$ cat src/rtl/multicycle_controller.sv
// Multi-cycle sequencing FSM for the MIPS-subset core: steps FETCH/DECODE/EXECUTE/MEMORY/WRITEBACK.
// Optional: define ILLEGAL_TRAP_EN to add a TRAP state and the illegal_inst output.
module multicycle_controller #(
    parameter int CNT_WIDTH = 16
) (
    input  logic                 clk,
    input  logic                 nrst,
    input  logic [31:0]          inst,
    input  logic                 alu_zero,
    input  logic                 mem_ready,
    output logic                 mem_req,
    output logic                 mem_wr,
    output logic                 iord,
    output logic                 ir_write,
    output logic                 pc_write,
    output logic [1:0]           pc_src,
    output logic                 alu_src_a,
    output logic [1:0]           alu_src_b,
    output logic [3:0]           alusel,
    output logic                 reg_write,
    output logic                 reg_dst,
    output logic                 mem_to_reg,
    output logic                 jal,
    output logic                 sll,
    output logic                 srl,
    output logic [CNT_WIDTH-1:0] inst_count
`ifdef ILLEGAL_TRAP_EN
    ,
    output logic                 illegal_inst
`endif
);

    localparam logic [3:0] ALU_ADD = 4'b0001;
    localparam logic [3:0] ALU_SUB = 4'b0011;
    localparam logic [3:0] ALU_AND = 4'b0111;
    localparam logic [3:0] ALU_OR  = 4'b1111;
    localparam logic [3:0] ALU_SLT = 4'b1110;
    localparam logic [3:0] ALU_SLL = 4'b1100;
    localparam logic [3:0] ALU_SRL = 4'b1000;

    typedef enum logic [3:0] {
        FETCH, DECODE, MEM_ADDR, MEM_RD, MEM_WB, MEM_WR, EXEC, ALU_WB, BRANCH, JUMP
`ifdef ILLEGAL_TRAP_EN
        , TRAP
`endif
    } state_t;

    state_t     state, next_state;
    logic       retire;
    logic [5:0] opcode, funct;
    logic       is_rtype, r_valid, is_jr, is_lw, is_sw, is_imm, is_branch, is_jump;
    logic [3:0] r_sel, imm_sel;
    logic       unused_inst_bits;

    assign opcode           = inst[31:26];
    assign funct            = inst[5:0];
    assign unused_inst_bits = ^inst[25:6];

    // Instruction classification shared by DECODE and the later phases
    always_comb begin
        is_rtype  = (opcode == 6'h00);
        is_jr     = is_rtype && (funct == 6'h08);
        is_lw     = (opcode == 6'h23);
        is_sw     = (opcode == 6'h2B);
        is_branch = (opcode == 6'h04) || (opcode == 6'h05);
        is_jump   = (opcode == 6'h02) || (opcode == 6'h03) || is_jr;
        r_valid   = 1'b1;
        r_sel     = 4'b0000;
        case (funct)
            6'h20:   r_sel = ALU_ADD;
            6'h22:   r_sel = ALU_SUB;
            6'h24:   r_sel = ALU_AND;
            6'h25:   r_sel = ALU_OR;
            6'h2A:   r_sel = ALU_SLT;
            6'h00:   r_sel = ALU_SLL;
            6'h02:   r_sel = ALU_SRL;
            default: r_valid = 1'b0;
        endcase
        is_imm  = 1'b1;
        imm_sel = 4'b0000;
        case (opcode)
            6'h08, 6'h09: imm_sel = ALU_ADD;
            6'h0C:        imm_sel = ALU_AND;
            6'h0D:        imm_sel = ALU_OR;
            6'h0A:        imm_sel = ALU_SLT;
            default:      is_imm = 1'b0;
        endcase
    end

    always_ff @(posedge clk or negedge nrst) begin
        if (!nrst) state <= FETCH;
        else       state <= next_state;
    end

    always_ff @(posedge clk or negedge nrst) begin
        if (!nrst)       inst_count <= '0;
        else if (retire) inst_count <= inst_count + 1'b1;
    end

    // Outputs are forced low for the whole time reset is asserted, so a pending access is dropped at once
    always_comb begin
        next_state = state;
        retire     = 1'b0;
        mem_req    = 1'b0;
        mem_wr     = 1'b0;
        iord       = 1'b0;
        ir_write   = 1'b0;
        pc_write   = 1'b0;
        pc_src     = 2'd0;
        alu_src_a  = 1'b0;
        alu_src_b  = 2'd0;
        alusel     = 4'b0000;
        reg_write  = 1'b0;
        reg_dst    = 1'b0;
        mem_to_reg = 1'b0;
        jal        = 1'b0;
        sll        = 1'b0;
        srl        = 1'b0;
`ifdef ILLEGAL_TRAP_EN
        illegal_inst = 1'b0;
`endif
        if (nrst) begin
            case (state)
                FETCH: begin
                    mem_req   = 1'b1;
                    alu_src_b = 2'd1;
                    alusel    = ALU_ADD;
                    ir_write  = mem_ready;
                    pc_write  = mem_ready;
                    if (mem_ready) next_state = DECODE;
                end
                DECODE: begin
                    alu_src_b = 2'd3;
                    alusel    = ALU_ADD;
                    if (is_lw || is_sw)                      next_state = MEM_ADDR;
                    else if (is_jump)                        next_state = JUMP;
                    else if ((is_rtype && r_valid) || is_imm) next_state = EXEC;
                    else if (is_branch)                      next_state = BRANCH;
`ifdef ILLEGAL_TRAP_EN
                    else                                     next_state = TRAP;
`else
                    else                                     next_state = FETCH;
`endif
                end
                MEM_ADDR: begin
                    alu_src_a  = 1'b1;
                    alu_src_b  = 2'd2;
                    alusel     = ALU_ADD;
                    next_state = is_lw ? MEM_RD : MEM_WR;
                end
                MEM_RD: begin
                    mem_req = 1'b1;
                    iord    = 1'b1;
                    if (mem_ready) next_state = MEM_WB;
                end
                MEM_WB: begin
                    reg_write  = 1'b1;
                    mem_to_reg = 1'b1;
                    retire     = 1'b1;
                    next_state = FETCH;
                end
                MEM_WR: begin
                    mem_req = 1'b1;
                    mem_wr  = 1'b1;
                    iord    = 1'b1;
                    if (mem_ready) begin
                        retire     = 1'b1;
                        next_state = FETCH;
                    end
                end
                EXEC: begin
                    alu_src_a = 1'b1;
                    if (is_rtype) begin
                        alu_src_b = 2'd0;
                        alusel    = r_sel;
                        sll       = (funct == 6'h00);
                        srl       = (funct == 6'h02);
                    end else begin
                        alu_src_b = 2'd2;
                        alusel    = imm_sel;
                    end
                    next_state = ALU_WB;
                end
                ALU_WB: begin
                    reg_write  = 1'b1;
                    reg_dst    = is_rtype;
                    retire     = 1'b1;
                    next_state = FETCH;
                end
                BRANCH: begin
                    alu_src_a  = 1'b1;
                    alusel     = ALU_SUB;
                    pc_src     = 2'd1;
                    pc_write   = (opcode == 6'h04) ? alu_zero : !alu_zero;
                    retire     = 1'b1;
                    next_state = FETCH;
                end
                JUMP: begin
                    pc_write   = 1'b1;
                    pc_src     = is_jr ? 2'd3 : 2'd2;
                    reg_write  = (opcode == 6'h03);
                    jal        = (opcode == 6'h03);
                    retire     = 1'b1;
                    next_state = FETCH;
                end
`ifdef ILLEGAL_TRAP_EN
                TRAP: begin
                    illegal_inst = 1'b1;
                end
`endif
                default: next_state = FETCH;
            endcase
        end
    end

endmodule

$ cat config.mk
export PLATFORM = sky130hd
export DESIGN_NAME = multicycle_controller
export DESIGN_NICKNAME = d
export VERILOG_FILES = /design/src/rtl/multicycle_controller.sv
export SDC_FILE = /design/constraint.sdc
export NUM_CORES = 1
export LEC_CHECK = 0
export CORE_MARGIN = 2
export CORE_UTILIZATION = 40
export DETAILED_ROUTE_END_ITERATION = 8
export MAX_ROUTING_LAYER = met4
export PLACE_DENSITY = 0.89
export SETUP_SLACK_MARGIN = 0.2
export SLEW_MARGIN = 20
export SYNTH_ARGS = -nofsm -noshare
export SYNTH_HDL_FRONTEND = slang
export SYNTH_SLANG_ARGS = --single-unit
$ cat constraint.sdc
create_clock -name clk -period 4.5 [get_ports clk]
set_input_delay 1.35 -clock clk [delete_from_list [all_inputs] [get_ports clk]]
set_output_delay 1.35 -clock clk [all_outputs]
set_load 0.05 [all_outputs]
# Yosys cells after proc, flatten, opt, wreduce, memory -nomap -nowiden
# Cells that the tools add are included.
# W data, S select, Z words.
[totals] reg_bits=20 in_bits=36 output_inout_bits=36 wordCells=106
[op_classes] n_addsub=1 eq_ne=30 mux=52 n_reduce_logical=21
[op_table] op="$eq A6 B6 Y1 const B" count=7
[op_table] op="$eq A6 B4 Y1 const B" count=6
[op_table] op="$mux W4" count=9
[op_table] op="$mux W1" count=30
[op_table] op="$pmux W4 S7" count=1
[op_table] op="$pmux W4 S6" count=1
[op_table] op="$eq A6 B2 Y1 const B" count=3
[op_table] op="$add A16 B1 Y16 const B" count=1
[op_table] op="$eq A4 B3 Y1 const B" count=4
[op_table] op="$pmux W4 S4" count=1
[op_table] op="$eq A6 B3 Y1 const B" count=2
[op_table] op="$logic_not A6 Y1" count=2
[op_table] op="$pmux W4 S3" count=1
[op_table] op="$reduce_or A3 Y1" count=3
[op_table] op="$eq A4 B2 Y1 const B" count=2
[op_table] op="$eq A4 B4 Y1 const B" count=2
[op_table] op="$pmux W2 S4" count=1
[op_table] op="$reduce_or A7 Y1" count=1
[op_table] op="$mux W2" count=3
[op_table] op="$ne A2 B2 Y1 const B" count=3
[op_table] op="$reduce_or A2 Y1" count=3
[op_table] op="$logic_or A1 B1 Y1" count=5
[op_table] op="$reduce_or A5 Y1" count=1
[op_table] op="$eq A4 B1 Y1 const B" count=1
[op_table] op="other kinds (9)" count=11

# Logic depth before layout (Yosys ltp)
[depth] ltp_word=9 mapped_depth=7 ltp_nobuf=5

# Worst setup path before layout
# No wires, ideal clock.
[synth_timing] path_type="input to output" startpoint="in inst[31]" endpoint="out alusel[0]" t_arrival_ps=3442 required_time_ps=3150 setup_slack_ps=-292 cell_stages=4 path_buffers=0 path_cell_list="or3_4 nor4_1 a32oi_1 o31ai_1"
[synth_via] elab_chain_cells=6 word_cells_on_any_way=11 classes_between="5 x eq/ne; 4 x mux; 2 x reduce/logical"
[synth_lines] item="start, declared" line="8" source="input logic [31:0] inst,"
[synth_lines] item="$eq A6 B4 Y1" line="81" source="case (opcode)"
[synth_lines] item="$reduce_or A2 Y1" line="81"
[synth_lines] item="$pmux W4 S4" line="81"
[synth_lines] item="$mux W4 *" line="173" source="if (is_rtype) begin"
[synth_lines] item="$pmux W4 S3 *" line="123" source="case (state)"
[synth_lines] item="$mux W4 *" line="122" source="if (nrst) begin"
[synth_lines] item="end, declared" line="19" source="output logic [3:0] alusel,"
# Every way passes the cells marked *; elsewhere a longest branch is shown, timed or not.

# Final worst setup path
[layout_timing] startpoint="in inst[30]" endpoint="out pc_src[0]"
[layout_via] elab_chain_cells=5
[layout_lines] item="$logic_not A6 Y1" line="61" source="is_rtype = (opcode == 6'h00);"
[layout_lines] item="$logic_and A1 B1 Y1" line="62" source="is_jr = is_rtype && (funct == 6'h08);"
[layout_lines] item="$mux W1" line="200" source="pc_src = is_jr ? 2'd3 : 2'd2;"
[layout_lines] item="$pmux W2 S2" line="123"
[layout_lines] item="$mux W2" line="122"
[layout_lines] item="end, declared" line="16" source="output logic [1:0] pc_src,"
# No other way between the ends.

==> impl_results.md <==
* Outcome: completed
* Clk pwr share at 17.6%
* Post-synthesis mux area share at 0.696%
* GR Util All Layers at 22.3%
* # port buffers at 51
* CTS tree: built
* Drt drc at 0
* Vias in the first global route at 1676
* Post-synth EDFFs at 0
* Row count at 23
* Height of the die at 67.6 um
* Synthesized area per cell at 8.09 um2
* Pin count of the biggest net entering global routing at 24
* Detailed placement HPWL at 3.61 mm
* Slowest stage cell, crit path: or4_4
* Vias per cell at 5.49
* Internal power at 555 uW
* CP Capture Type: primary output
* Yosys warnings at 0
* DR iter-0 viols at 64
* CP arrival at 2970 ps
* Lkg Pwr at 0.00115 uW
* CTS sink cnt at 20
* Die area at 4570 um2
* Finished Cell Area at 2620 um2
* Syn Std Cell Area at 1620 um2
* Unique masters post-synth at 47
* Switch share at 44.5%
* Most common cell after layout, fill and taps aside: nor2_1
* Synth Area in XOR/XNOR at 9.74%
* Compound-Gate Fraction of Synth Area at 16.6%
* Sequential element share of the synthesized area at 30.9%
* Post-Synthesis Cells at 200
* Final ANT Viol Nets at 0
* Adder-Cell Fraction of Synth Area at 0.773%
* Hold crit path type: reg2reg
* Reg2Reg Setup Slack at 2330 ps
* DP Area at 2450 um2
* Root Buffer: clkbuf_8
* CORE AREA at 3940 um2
* RSZ-0062 raised after global routing: true
* Final Cycle Share at 96.0%
* Data required, critical path at 3150 ps
* Syn_nets at 237
* Switching power at 446 uW
* Primary FF master, synth: dfrtp_1
* Tmin final at 4320 ps
* Fin. max-slew vios at 0
* WHS Endpoint: inst_count[15]
* Initial antenna violation count at 0
* Largest family of logic cells by synthesized area: simple AND/OR/NAND/NOR gates
* Final hold vios at 0
* Fmax at 231 MHz
* Area grow syn2layout at 61.6%
* Simple-gate area share of the yosys netlist at 34.2%
* Ant diodes at 0
* CTS buffer count at 3
* R2R Path End: inst_count[14]
* Hold depth at 1
* Gpl congestion at 0.921
* CTS max path bufs at 2
* Relative slew margins at 60.2%
* CTS HTree Levels at 1
* Grt ovf at 0
* Share of cells above drive strength 1 at 26.4%
* Clk Latency, worst-skew pair at 260 ps
* Initial core utilization at 41.0%
* # setup viols final at 0
* Via Count at 1728
* Clk slew on worst S/H paths at 70 ps
* Worst-path maximum fanout at 3
* Worst-margin pin slew at 597 ps
* Die width at 67.6 um
* Hold path startpoint: inst_count[15]
* Global-route wire length before repair at 7.54 mm
* #FFs+latches synth at 20
* Crit path largest cell delay at 460 ps
* Power share of the sequential group at 28.5%
* PwrDens at 383 nW/um2
* Clk_skew at 4.69 ps
* CTS Hold Bufs at 0
* I/O Pins at 72
* Wire length per cell at 15.3 um
* Fillers at 275
* Critical setup path kind: in2out
* Fin nets at 303
* Drt total wl at 4.82 mm
* Worst R2R Start: state[1]
* CP Launch Type: input pin
* Comb power frac at 53.9%
* Pre-Repair DR Iteration Count at 4
* Worst Reg-to-Reg Cells at 5
* FFs w/ async S/R, synth at 100%
* Cell Chain, Critical Path: buf_6 > or3_4 > or4_4 > nor4_4 > o211a_1 > buf_12
* Final TNS setup at 0 ps
* Worst vdd ir at 0.000393 V
* Max-cap violations at 0
* Most frequent cells in the layout: nor2_1, nand2_1, dfrtp_1, buf_4
## critical path, delay by kind of cell
kind / cells / cell delay (ps)
buffers and inverters: 2 / 240
and+or+nand+nor: 3 / 1150
AOI/OAI and AO/OA: 1 / 230
## metal layers
layer / routed length (um) / up-vias / share of wire (%) / track usage (%)
met4: 144 / 0 / 3.0 / 8.16
met5: 0 / - / 0 / -
met3: 159 / 14 / 3.3 / 3.83
met2: 2480 / 44 / 51 / 36.4
li1: - / 839 / - / -
met1: 2040 / 831 / 42 / 27.6
## worst max path at each step
stage	from	end	slack [ps]	depth (start not counted)
after detailed placement	inst[31]	pc_src[0]	-160	6
after floorplan	inst[31]	alusel[0]	120	4
after global placement	inst[31]	alusel[0]	-150	7
after global routing	inst[30]	alusel[0]	100	8
after CTS	inst[30]	pc_src[0]	190	6
final	inst[30]	pc_src[0]	180	6
## power groups by stage
| stage | Sequential, uW | Clock (uW) | Combinational [uW] |
|---|---|---|---|
| 6_report | 285 | 176 | 539 |
| 4_1_cts | 284 | 179 | 536 |
| 3_3_place_gp | 282 | 0 | 519 |
| 3_5_place_dp | 287 | 0 | 532 |
| 2_1_floorplan | 325 | 0 | 285 |
| 5_1_grt | 293 | 188 | 570 |
## Yosys cell counts (3+ instances only)
library cell | n | area (um2)
nand2_1 | 25 | 93.8
inv_1 | 5 | 18.8
and3_1 | 4 | 25.0
xnor2_1 | 11 | 96.3
o21ai_1 | 3 | 15.0
a21oi_1 | 11 | 55.1
nor2b_1 | 4 | 25.0
nand3_1 | 8 | 40.0
nor3_1 | 9 | 45.0
and4_1 | 3 | 26.3
nand2b_1 | 6 | 37.5
xor2_1 | 7 | 61.3
buf_6 | 5 | 56.3
o21ai_0 | 11 | 55.1
nor2_1 | 26 | 97.6
buf_4 | 3 | 22.5
dfrtp_1 | 20 | 500
## through the flow
step	util, %	worst slack [ps]	cells	hold slack [ps]	power, uW
after global routing	66.3	100	315	519	1050
final	66.3	180	315	484	1000
after global placement	62.2	-153	308	468	801
after floorplan	-	123	200	689	610
after CTS	64.7	189	314	481	999
after detailed placement	62.2	-156	308	472	819
## timing repair
item                                    4_1_cts  5_1_grt
setup buffers                                 2        1
cloned                                        0        0
pin swaps                                     4        7
endpoints found under the hold margin         0        0
endpoints found under the setup margin       12        9
resized for setup                            21       14
## registers in the layout, indices dropped and copies added (netlist names)
register and count:
state 4, inst_count 16
## logic make-up after synthesis
logic type,after synthesis
mux,1
compound gates,42
xor+xnor,18
simple gates,103
buf+inv,15
fa+ha+maj,1
flops,20
## final cells by class
class	instances	area (um2)	area share [%]
Clock buffer	3	41.3	1.58
Tap cell	50	62.6	2.39
Inverter	5	18.8	0.718
Timing Repair Buffer	71	878	33.6
Clock inverter	1	30.0	1.15
Sequential cell	20	500	19.1
Multi-Input combinational cell	165	1080	41.4
Note: power is estimated with default switching activity, not from simulation.
